===== src/rtl/hazard_forward_ctrl.sv =====
// Forwarding-select and load-use stall controller for the 5-stage pipeline.
// Optional event counters (stall_cnt, fwd_cnt) are built only when HAZ_STATS_EN is defined.
module hazard_forward_ctrl #(
    parameter int REG_AW             = 5,
    parameter int ZERO_REG_HARDWIRED = 1
) (
    input  logic              clk,
    input  logic              rst_n,
    input  logic              dec_valid,
    input  logic [REG_AW-1:0] dec_rs,
    input  logic [REG_AW-1:0] dec_rt,
    input  logic [REG_AW-1:0] dec_rd,
    input  logic              dec_wen,
    input  logic              dec_load,
    input  logic              flush,
    output logic [1:0]        fwd_a_sel,
    output logic [1:0]        fwd_b_sel,
`ifdef HAZ_STATS_EN
    output logic [31:0]       stall_cnt,
    output logic [31:0]       fwd_cnt,
`endif
    output logic              stall
);

    localparam logic [1:0] SEL_RF  = 2'b00;
    localparam logic [1:0] SEL_EXM = 2'b10;
    localparam logic [1:0] SEL_MWB = 2'b01;

    logic [REG_AW-1:0] ex_rd;
    logic              ex_wen;
    logic              ex_load;
    logic [REG_AW-1:0] mem_rd;
    logic              mem_wen;

    logic ex_hit_rs, ex_hit_rt, mem_hit_rs, mem_hit_rt;
    logic kill;
    logic [1:0] a_nxt, b_nxt;

    // Register 0 is excluded so writes to it never forward and never stall.
    function automatic logic reg_match(input logic              wen,
                                       input logic [REG_AW-1:0] rd,
                                       input logic [REG_AW-1:0] r);
        return wen && (rd == r) && !((ZERO_REG_HARDWIRED != 0) && (r == '0));
    endfunction

    always_comb begin
        ex_hit_rs  = reg_match(ex_wen, ex_rd, dec_rs);
        ex_hit_rt  = reg_match(ex_wen, ex_rd, dec_rt);
        mem_hit_rs = reg_match(mem_wen, mem_rd, dec_rs);
        mem_hit_rt = reg_match(mem_wen, mem_rd, dec_rt);

        stall = dec_valid && !flush && ex_load && (ex_hit_rs || ex_hit_rt);
        kill  = flush || stall || !dec_valid;

        // The younger EX result takes priority over the MEM result.
        a_nxt = ex_hit_rs ? SEL_EXM : (mem_hit_rs ? SEL_MWB : SEL_RF);
        b_nxt = ex_hit_rt ? SEL_EXM : (mem_hit_rt ? SEL_MWB : SEL_RF);
    end

    always_ff @(posedge clk or negedge rst_n) begin
        if (!rst_n) begin
            ex_rd     <= '0;
            ex_wen    <= 1'b0;
            ex_load   <= 1'b0;
            mem_rd    <= '0;
            mem_wen   <= 1'b0;
            fwd_a_sel <= SEL_RF;
            fwd_b_sel <= SEL_RF;
        end else begin
            mem_rd  <= ex_rd;
            mem_wen <= ex_wen;
            if (kill) begin
                ex_rd     <= '0;
                ex_wen    <= 1'b0;
                ex_load   <= 1'b0;
                fwd_a_sel <= SEL_RF;
                fwd_b_sel <= SEL_RF;
            end else begin
                ex_rd     <= dec_rd;
                ex_wen    <= dec_wen;
                ex_load   <= dec_load;
                fwd_a_sel <= a_nxt;
                fwd_b_sel <= b_nxt;
            end
        end
    end

`ifdef HAZ_STATS_EN
    always_ff @(posedge clk or negedge rst_n) begin
        if (!rst_n) begin
            stall_cnt <= '0;
            fwd_cnt   <= '0;
        end else begin
            if (stall)
                stall_cnt <= stall_cnt + 32'd1;
            if (!kill && ((a_nxt != SEL_RF) || (b_nxt != SEL_RF)))
                fwd_cnt <= fwd_cnt + 32'd1;
        end
    end
`endif

endmodule

===== config.mk =====
export PLATFORM = sky130hd
export DESIGN_NAME = hazard_forward_ctrl
export DESIGN_NICKNAME = d
export VERILOG_FILES = /design/src/rtl/hazard_forward_ctrl.sv
export SDC_FILE = /design/constraint.sdc
export NUM_CORES = 1
export LEC_CHECK = 0
export CORE_MARGIN = 4
export CORE_UTILIZATION = 46
export CTS_CLUSTER_DIAMETER = 80
export CTS_CLUSTER_SIZE = 25
export DETAILED_ROUTE_END_ITERATION = 16
export PLACE_DENSITY = 0.79
export SLEW_MARGIN = 20
export SYNTH_ARGS = -nofsm -noshare
export SYNTH_HDL_FRONTEND = slang
export SYNTH_SLANG_ARGS = --single-unit

===== constraint.sdc =====
create_clock -name clk -period 2.15 [get_ports clk]
set_input_delay 0.215 -clock clk [delete_from_list [all_inputs] [get_ports clk]]
set_output_delay 0.215 -clock clk [all_outputs]
set_load 0.03 [all_outputs]

==> results <==
synthesized netlist by cell type (all sizes together) (2+ instances only):
cell type / count
nor4: 2
nand2: 7
nor2: 9
nand3: 2
or4: 4
xor2: 4
dfrtp: 17
nand4: 4
a21oi: 2
xnor2: 16
and3b: 2
metrics by stage:
stage / instances / hold WS (ps) / TNS (ps) / power [mW]
2_1_floorplan: 73 / -80.6 / 0 / 0.382
3_3_place_gp: 134 / 412 / -447 / 0.450
3_5_place_dp: 134 / 410 / -548 / 0.454
4_1_cts: 138 / 375 / 0 / 0.620
5_1_grt: 138 / 411 / 0 / 0.649
6_report: 138 / 361 / 0 / 0.610
registers in the layout, indices dropped and copies added, names as in the netlist:
signal,cells
ex_load,1
fwd_b_sel,2
fwd_a_sel,2
mem_rd,5
ex_rd,5
ex_wen,1
mem_wen,1
per-layer routing:
metal,up-vias,part of all wire,global-route usage
met1,313,0.42,0.182
met4,0,0.018,0.0807
li1,332,-,-
met2,22,0.49,0.257
met3,4,0.065,0.0415
met5,-,0,0
where the power goes:
part | switching [mW] | leakage [nW] | internal, mW
Combinational | 0.0405 | 0.307 | 0.0668
Sequential | 0.00990 | 0.231 | 0.329
Clock | 0.0919 | 0.0150 | 0.0721
Total | 0.142 | 0.553 | 0.468
cells by family (layout without fill, tap and decap cells):
logic type,count (synthesis),count (layout),share of synthesized area
xor+xnor,20,20,0.212
compound gates,3,3,0.0212
simple gates,32,32,0.248
flops,17,17,0.514
buf+inv,1,41,0.00453
cell type report:
type                    instances  area [sq um]  share of cell area
clock buffers                   4          26.3              0.0214
multi-input cells              55           398               0.323
flip-flops and latches         17           425               0.346
well taps                      25          31.3              0.0254
repair buffers                 37           349               0.284
critical path, delay by kind of cell:
| family | cells | cell delay [ps] |
|---|---|---|
| buf+inv | 2 | 590 |
| simple gates | 4 | 880 |
| compound gates | 1 | 210 |
worst paths after layout:
| check | endpoint | slack, ps | cells past startpoint |
|---|---|---|---|
| worst min-delay path | fwd_a_sel[0]$_DFF_PN0_ | 360 | 1 |
| min in group clk | mem_wen$_DFF_PN0_ | 430 | 0 |
| worst max-delay path | stall | 50 | 7 |
| worst min register to register | mem_wen$_DFF_PN0_ | 430 | 0 |
| max in group asynchronous | mem_rd[1]$_DFF_PN0_ | 1330 | 1 |
| worst max register to register | fwd_a_sel[0]$_DFF_PN0_ | 520 | 6 |
repair_timing:
| action | in CTS | in global routing |
|---|---|---|
| endpoints found under the setup margin | 1 | 1 |
| hold endpoints to repair | 0 | 0 |
| pin swaps | 0 | 3 |
| resized for setup | 5 | 6 |
==> impl_metrics.csv <==
group,metric,value,unit
global_routing,grt_pass1_wl,2780,microns
global_routing,number_of_antenna_violations_at_the_first_check_in_global_routing,0,
global_routing,first_global_vias,611,
clock_tree,cts.clk_slew.worst_paths,90,ps
global_routing,grt_max_degree,18,
yosys,yosysSeqAreaShare,0.514,
yosys,synth.avg_cell_area,11.3,sq um
clock_tree,ctsHtreeMaxLevel,1,
yosys,synth_edf_count,0,
worst_setup_path,timing.critical_path.from,"dec_rs[2]",
worst_setup_path,timing.critical_path.cells,"clkdlybuf4s50_1, or4_4, nor2_4, nor4_2, o21a_1, and2_1, buf_6",
place,port_buffers,25,
yosys,synthDominantCellAreaShare,0.514,
yosys,mappedNetlistNets,94,
cells_and_area,commonest_cells_after_routing_fill_and_taps_aside,"sky130_fd_sc_hd__clkdlybuf4s50_1, sky130_fd_sc_hd__dfrtp_1, sky130_fd_sc_hd__xnor2_1, sky130_fd_sc_hd__buf_4",
route,wl_per_cell,12.7,microns
job,max-cap-violations,0,
cells_and_area,antenna_cells_inserted,0,
sta,fmax,477,MHz
cells_and_area,most_common_library_cell_in_the_layout_ignoring_fill_and_taps,"sky130_fd_sc_hd__clkdlybuf4s50_1",
floorplanning,floorplan.rows,15,
sta,final-hold-violation-count,0,
worst_setup_path,crit_arrival,1880,ps
yosys,synthTopCellsByArea,"sky130_fd_sc_hd__dfrtp_1, sky130_fd_sc_hd__xnor2_1, sky130_fd_sc_hd__xor2_1, sky130_fd_sc_hd__nand2_1, sky130_fd_sc_hd__nor2_1",
floorplanning,initial_utilization,0.484,
worst_setup_path,cp_slowest_stage_delay,540,ps
power,power_density,496,nW/um^2
place,post_place_worst_slack,-375,ps
global_routing,global_route.overflow_total,0,
clock_tree,clock_latency,280,ps
power,leakagePower,0.553,nW
clock_tree,hold_buffers,0,
worst_setup_path,worst_path_max_delay_cell,"sky130_fd_sc_hd__or4_4",
worst_setup_path,crit_fanout,2,
clock_tree,cts_setup_buffers,0,
floorplanning,die_y,50.4,microns
route,routed_wirelength,1750,microns
route,vias_per_cell,4.86,
yosys,postSynth.topFlopCell,"sky130_fd_sc_hd__dfrtp_1",
cells_and_area,nets,135,
clock_tree,clock_tree_from_tritoncts,"yes",
cells_and_area,final_layout_size_suffix_gt1_frac,0.212,
hold_path,hp-class,"in -> async",
yosys,asyncSetResetFlopFracSynth,1.00,
route,remaining_drc_errors,0,
sta,postLayoutSetupSlackWorst,53.0,ps
clock_tree,number_of_buffers_inserted_during_clock_tree_synthesis,3,
worst_setup_path,setup.worst_path.end_class,"output port",
route,detail_route.first_pass.iterations,4,
sta,worst_clk_skew,3.09,ps
route,vias,671,
floorplanning,io_pins,26,
sta,finalCritPeriodShare,0.975,
yosys,number_of_warnings_reported_in_the_yosys_synthesis_log,0,
sta,slew-limit-headroom,0.508,
sta,fin_crit_period,2100,ps
place,post_dp_cell_area,1190,sq um
power,peakVddDrop,0.346,mV
place,detailedPlacementHpwl,1420,microns
worst_setup_path,required_time_of_the_critical_path,1930,ps
cells_and_area,finish.instance_area,1230,sq um
place,gp_congestion,0.777,
yosys,synth_top_area_cell,"sky130_fd_sc_hd__dfrtp_1",
sta,worst_pin_slew,736,ps
cells_and_area,area.growth.synth_to_final,48.7,%
worst_setup_path,path_class,"in -> out",
outcome,run_status,"finished, final reports clean",
floorplanning,core_area,1710,sq um
sta,setup_viol,0,
clock_tree,number_of_buffers_between_clock_root_and_the_deepest_sink,2,
floorplanning,area_enclosed_by_the_die_boundary,2540,sq um
clock_tree,clock-sinks,17,
yosys,post_synth_instance_area,827,sq um
yosys,yosysUniqueCellTypes,17,
yosys,post_synth_inst_count,73,
sta,drv_slew,0,
floorplanning,die_width,50.4,microns
sta,rsz0062_at_grt,"no",
route,number_of_drc_markers_after_the_initial_detailed_route_iteration,3,
cells_and_area,final_core_util,0.720,
worst_setup_path,crit_path_start_kind,"input port",
yosys,ys_seq_elements,17,
route,drt.antenna.violating_nets,0,
cells_and_area,fillerInstances,120,
clock_tree,cts_root_buf,"sky130_fd_sc_hd__clkbuf_4",
worst_setup_path,r2r-start,"ex_rd[4]$_DFF_PN0_",
global_routing,gr-usage-all-layers,0.155,
Power figures use the tool's default switching activity.
==> RTL edit (same settings) <==
The parameter `ZERO_REG_HARDWIRED` goes from 1 to 0.
--- a/src/rtl/hazard_forward_ctrl.sv
+++ b/src/rtl/hazard_forward_ctrl.sv
@@ -2,7 +2,7 @@
 // Optional event counters (stall_cnt, fwd_cnt) are built only when HAZ_STATS_EN is defined.
 module hazard_forward_ctrl #(
     parameter int REG_AW             = 5,
-    parameter int ZERO_REG_HARDWIRED = 1
+    parameter int ZERO_REG_HARDWIRED = 0
 ) (
     input  logic              clk,
     input  logic              rst_n,
Formal check against the unedited RTL: not equivalent (Yosys sat finds a counterexample within 4 cycles, from zero or initial values and one cycle with rst_n low).
==> RTL edit against the unedited design <==
Total power down 2.3%. Hold slack worse by 2.2 ps. Area after synthesis down 2.1%. Sequential cell count unchanged. Worst setup slack better by 110 ps. Cell area down 10%. Routed wire length down 9.7%.
==> RTL edit: results (changes against the unedited design) <==
[global_routing]
grt_pass1_wl_mm=2.59  ; was 2.78 mm
antenna_found_initial=0  ; unchanged
grt_pass1_vias=579  ; was 611

[yosys]
synth_area_leaders=dfrtp_1 (53%), xor2_1 (13%), xnor2_1 (8.7%)  ; was dfrtp_1 (51%), xnor2_1 (17%), xor2_1 (4.2%)
synth_compound_area_share_pct=0.927  ; was 2.12%
synth_cell_type_count=19  ; was 17
synthAdderAreaFrac_pct=0  ; unchanged
netlist_top_cells_count=dfrtp_1 (17), xor2_1 (12), nor3_1 (9), xnor2_1 (8), nand2_1 (7)  ; was dfrtp_1 (17), xnor2_1 (16), nand2_1 (7), nor2_1 (7)
synth_mux_area_share_pct=0  ; unchanged
syn_nets=92  ; was 94

[routing]
wl_mm=1.58  ; was 1.75 mm
vias_per_cell=5.11  ; was 4.86
drt-initial-drc-count=2  ; was 3

[place]
dp_hpwl_mm=1.26  ; was 1.42 mm
post-place-ws_ps=217  ; was -375 ps
place_congestion=0.801  ; was 0.777

[status]
outcome=completed  ; unchanged

[timing]
hold_slack_ps=359  ; was 361 ps
fin_crit_sh_pct=92.5  ; was 97.5%
worstMarginPinSlew_ps=732  ; was 736 ps
fin_skew_ps=0.803  ; was 3.09 ps

[power]
peakVddDrop_uv=359  ; was 346 uV
power_leakage_uw=0.000494  ; was 0.000553 uW
switching_share_pct=23.6  ; was 23.3%

[worst_setup_path]
r2r_cells=5  ; was 6
r2r_slack_ps=600  ; was 520 ps
slowest_stage=dfrtp_1  ; was or4_4
start_kind=register  ; was input port
r2r-end=ex_rd[4]  ; was fwd_a_sel[0]
cp.arrival_ps=1770  ; was 1880 ps
cp_max_fo=3  ; was 2
critPathMaxStageDelay_ps=430  ; was 540 ps

[cells_and_area]
fillers=117  ; was 120
final_nets=122  ; was 135
drive_gt1_share_pct=10.0  ; was 21.2%

[clocking]
cts.repair.resized=0  ; was 5

-- RTL edit: cell families after synthesis --
group                     after synthesis
AOI/OAI and AO/OA                       1
xor gates and xnor gates               20
buffers and inverters                   3
DFF                                    17
and+or+nand+nor                        30
-- RTL edit: how the worst min path moves through the flow --
| stage | to | cells after the start |
|---|---|---|
| after floorplan | ex_load | 0 |
| after global placement | mem_wen | 0 |
| after detailed placement | mem_wen | 0 |
| after CTS | mem_rd[2] | 1 |
| after global routing | mem_rd[2] | 1 |
| final | mem_rd[2] | 1 |
-- RTL edit: area by class of cell --
class	count	area (um2)	area share (%)
tap	16	20.0	1.81
sequential	17	425	38.5
clock buffer	4	26.3	2.38
multi-input combinational	51	362	32.8
timing repair buffer	28	270	24.5
-- RTL edit: per-layer routing --
| layer | vias to the layer above | track usage, % | share of wire [%] |
|---|---|---|---|
| met5 | - | 0 | 0 |
| met4 | 0 | 6.91 | 1.4 |
| met3 | 2 | 3.31 | 3.8 |
| met2 | 17 | 23.1 | 49 |
| met1 | 274 | 16.8 | 45 |
| li1 | 300 | - | - |
-- RTL edit: per-stage QoR --
step	instances	instance area, um2	utilization (%)	power [uW]
after floorplan	71	810	-	379
after global placement	112	1080	68.3	434
after detailed placement	112	1080	68.3	436
after CTS	116	1100	70.0	601
after global routing	116	1100	70.0	628
final	116	1100	70.0	596
-- RTL edit: power groups by stage --
stage,Sequential (uW),Clock (uW),Combinational [uW]
6_report,338,167,91.0
3_3_place_gp,344,0,90.5
3_5_place_dp,344,0,91.5
5_1_grt,339,189,100
2_1_floorplan,343,0,35.9
4_1_cts,338,171,92.1
-- RTL edit: worst register-to-register path, cell delays in order, from the launching register on --
cell and delay, ps:
dfrtp_1 430, xor2_1 170, nor4_1 350, and4_1 270, buf_4 170, nor3_1 60
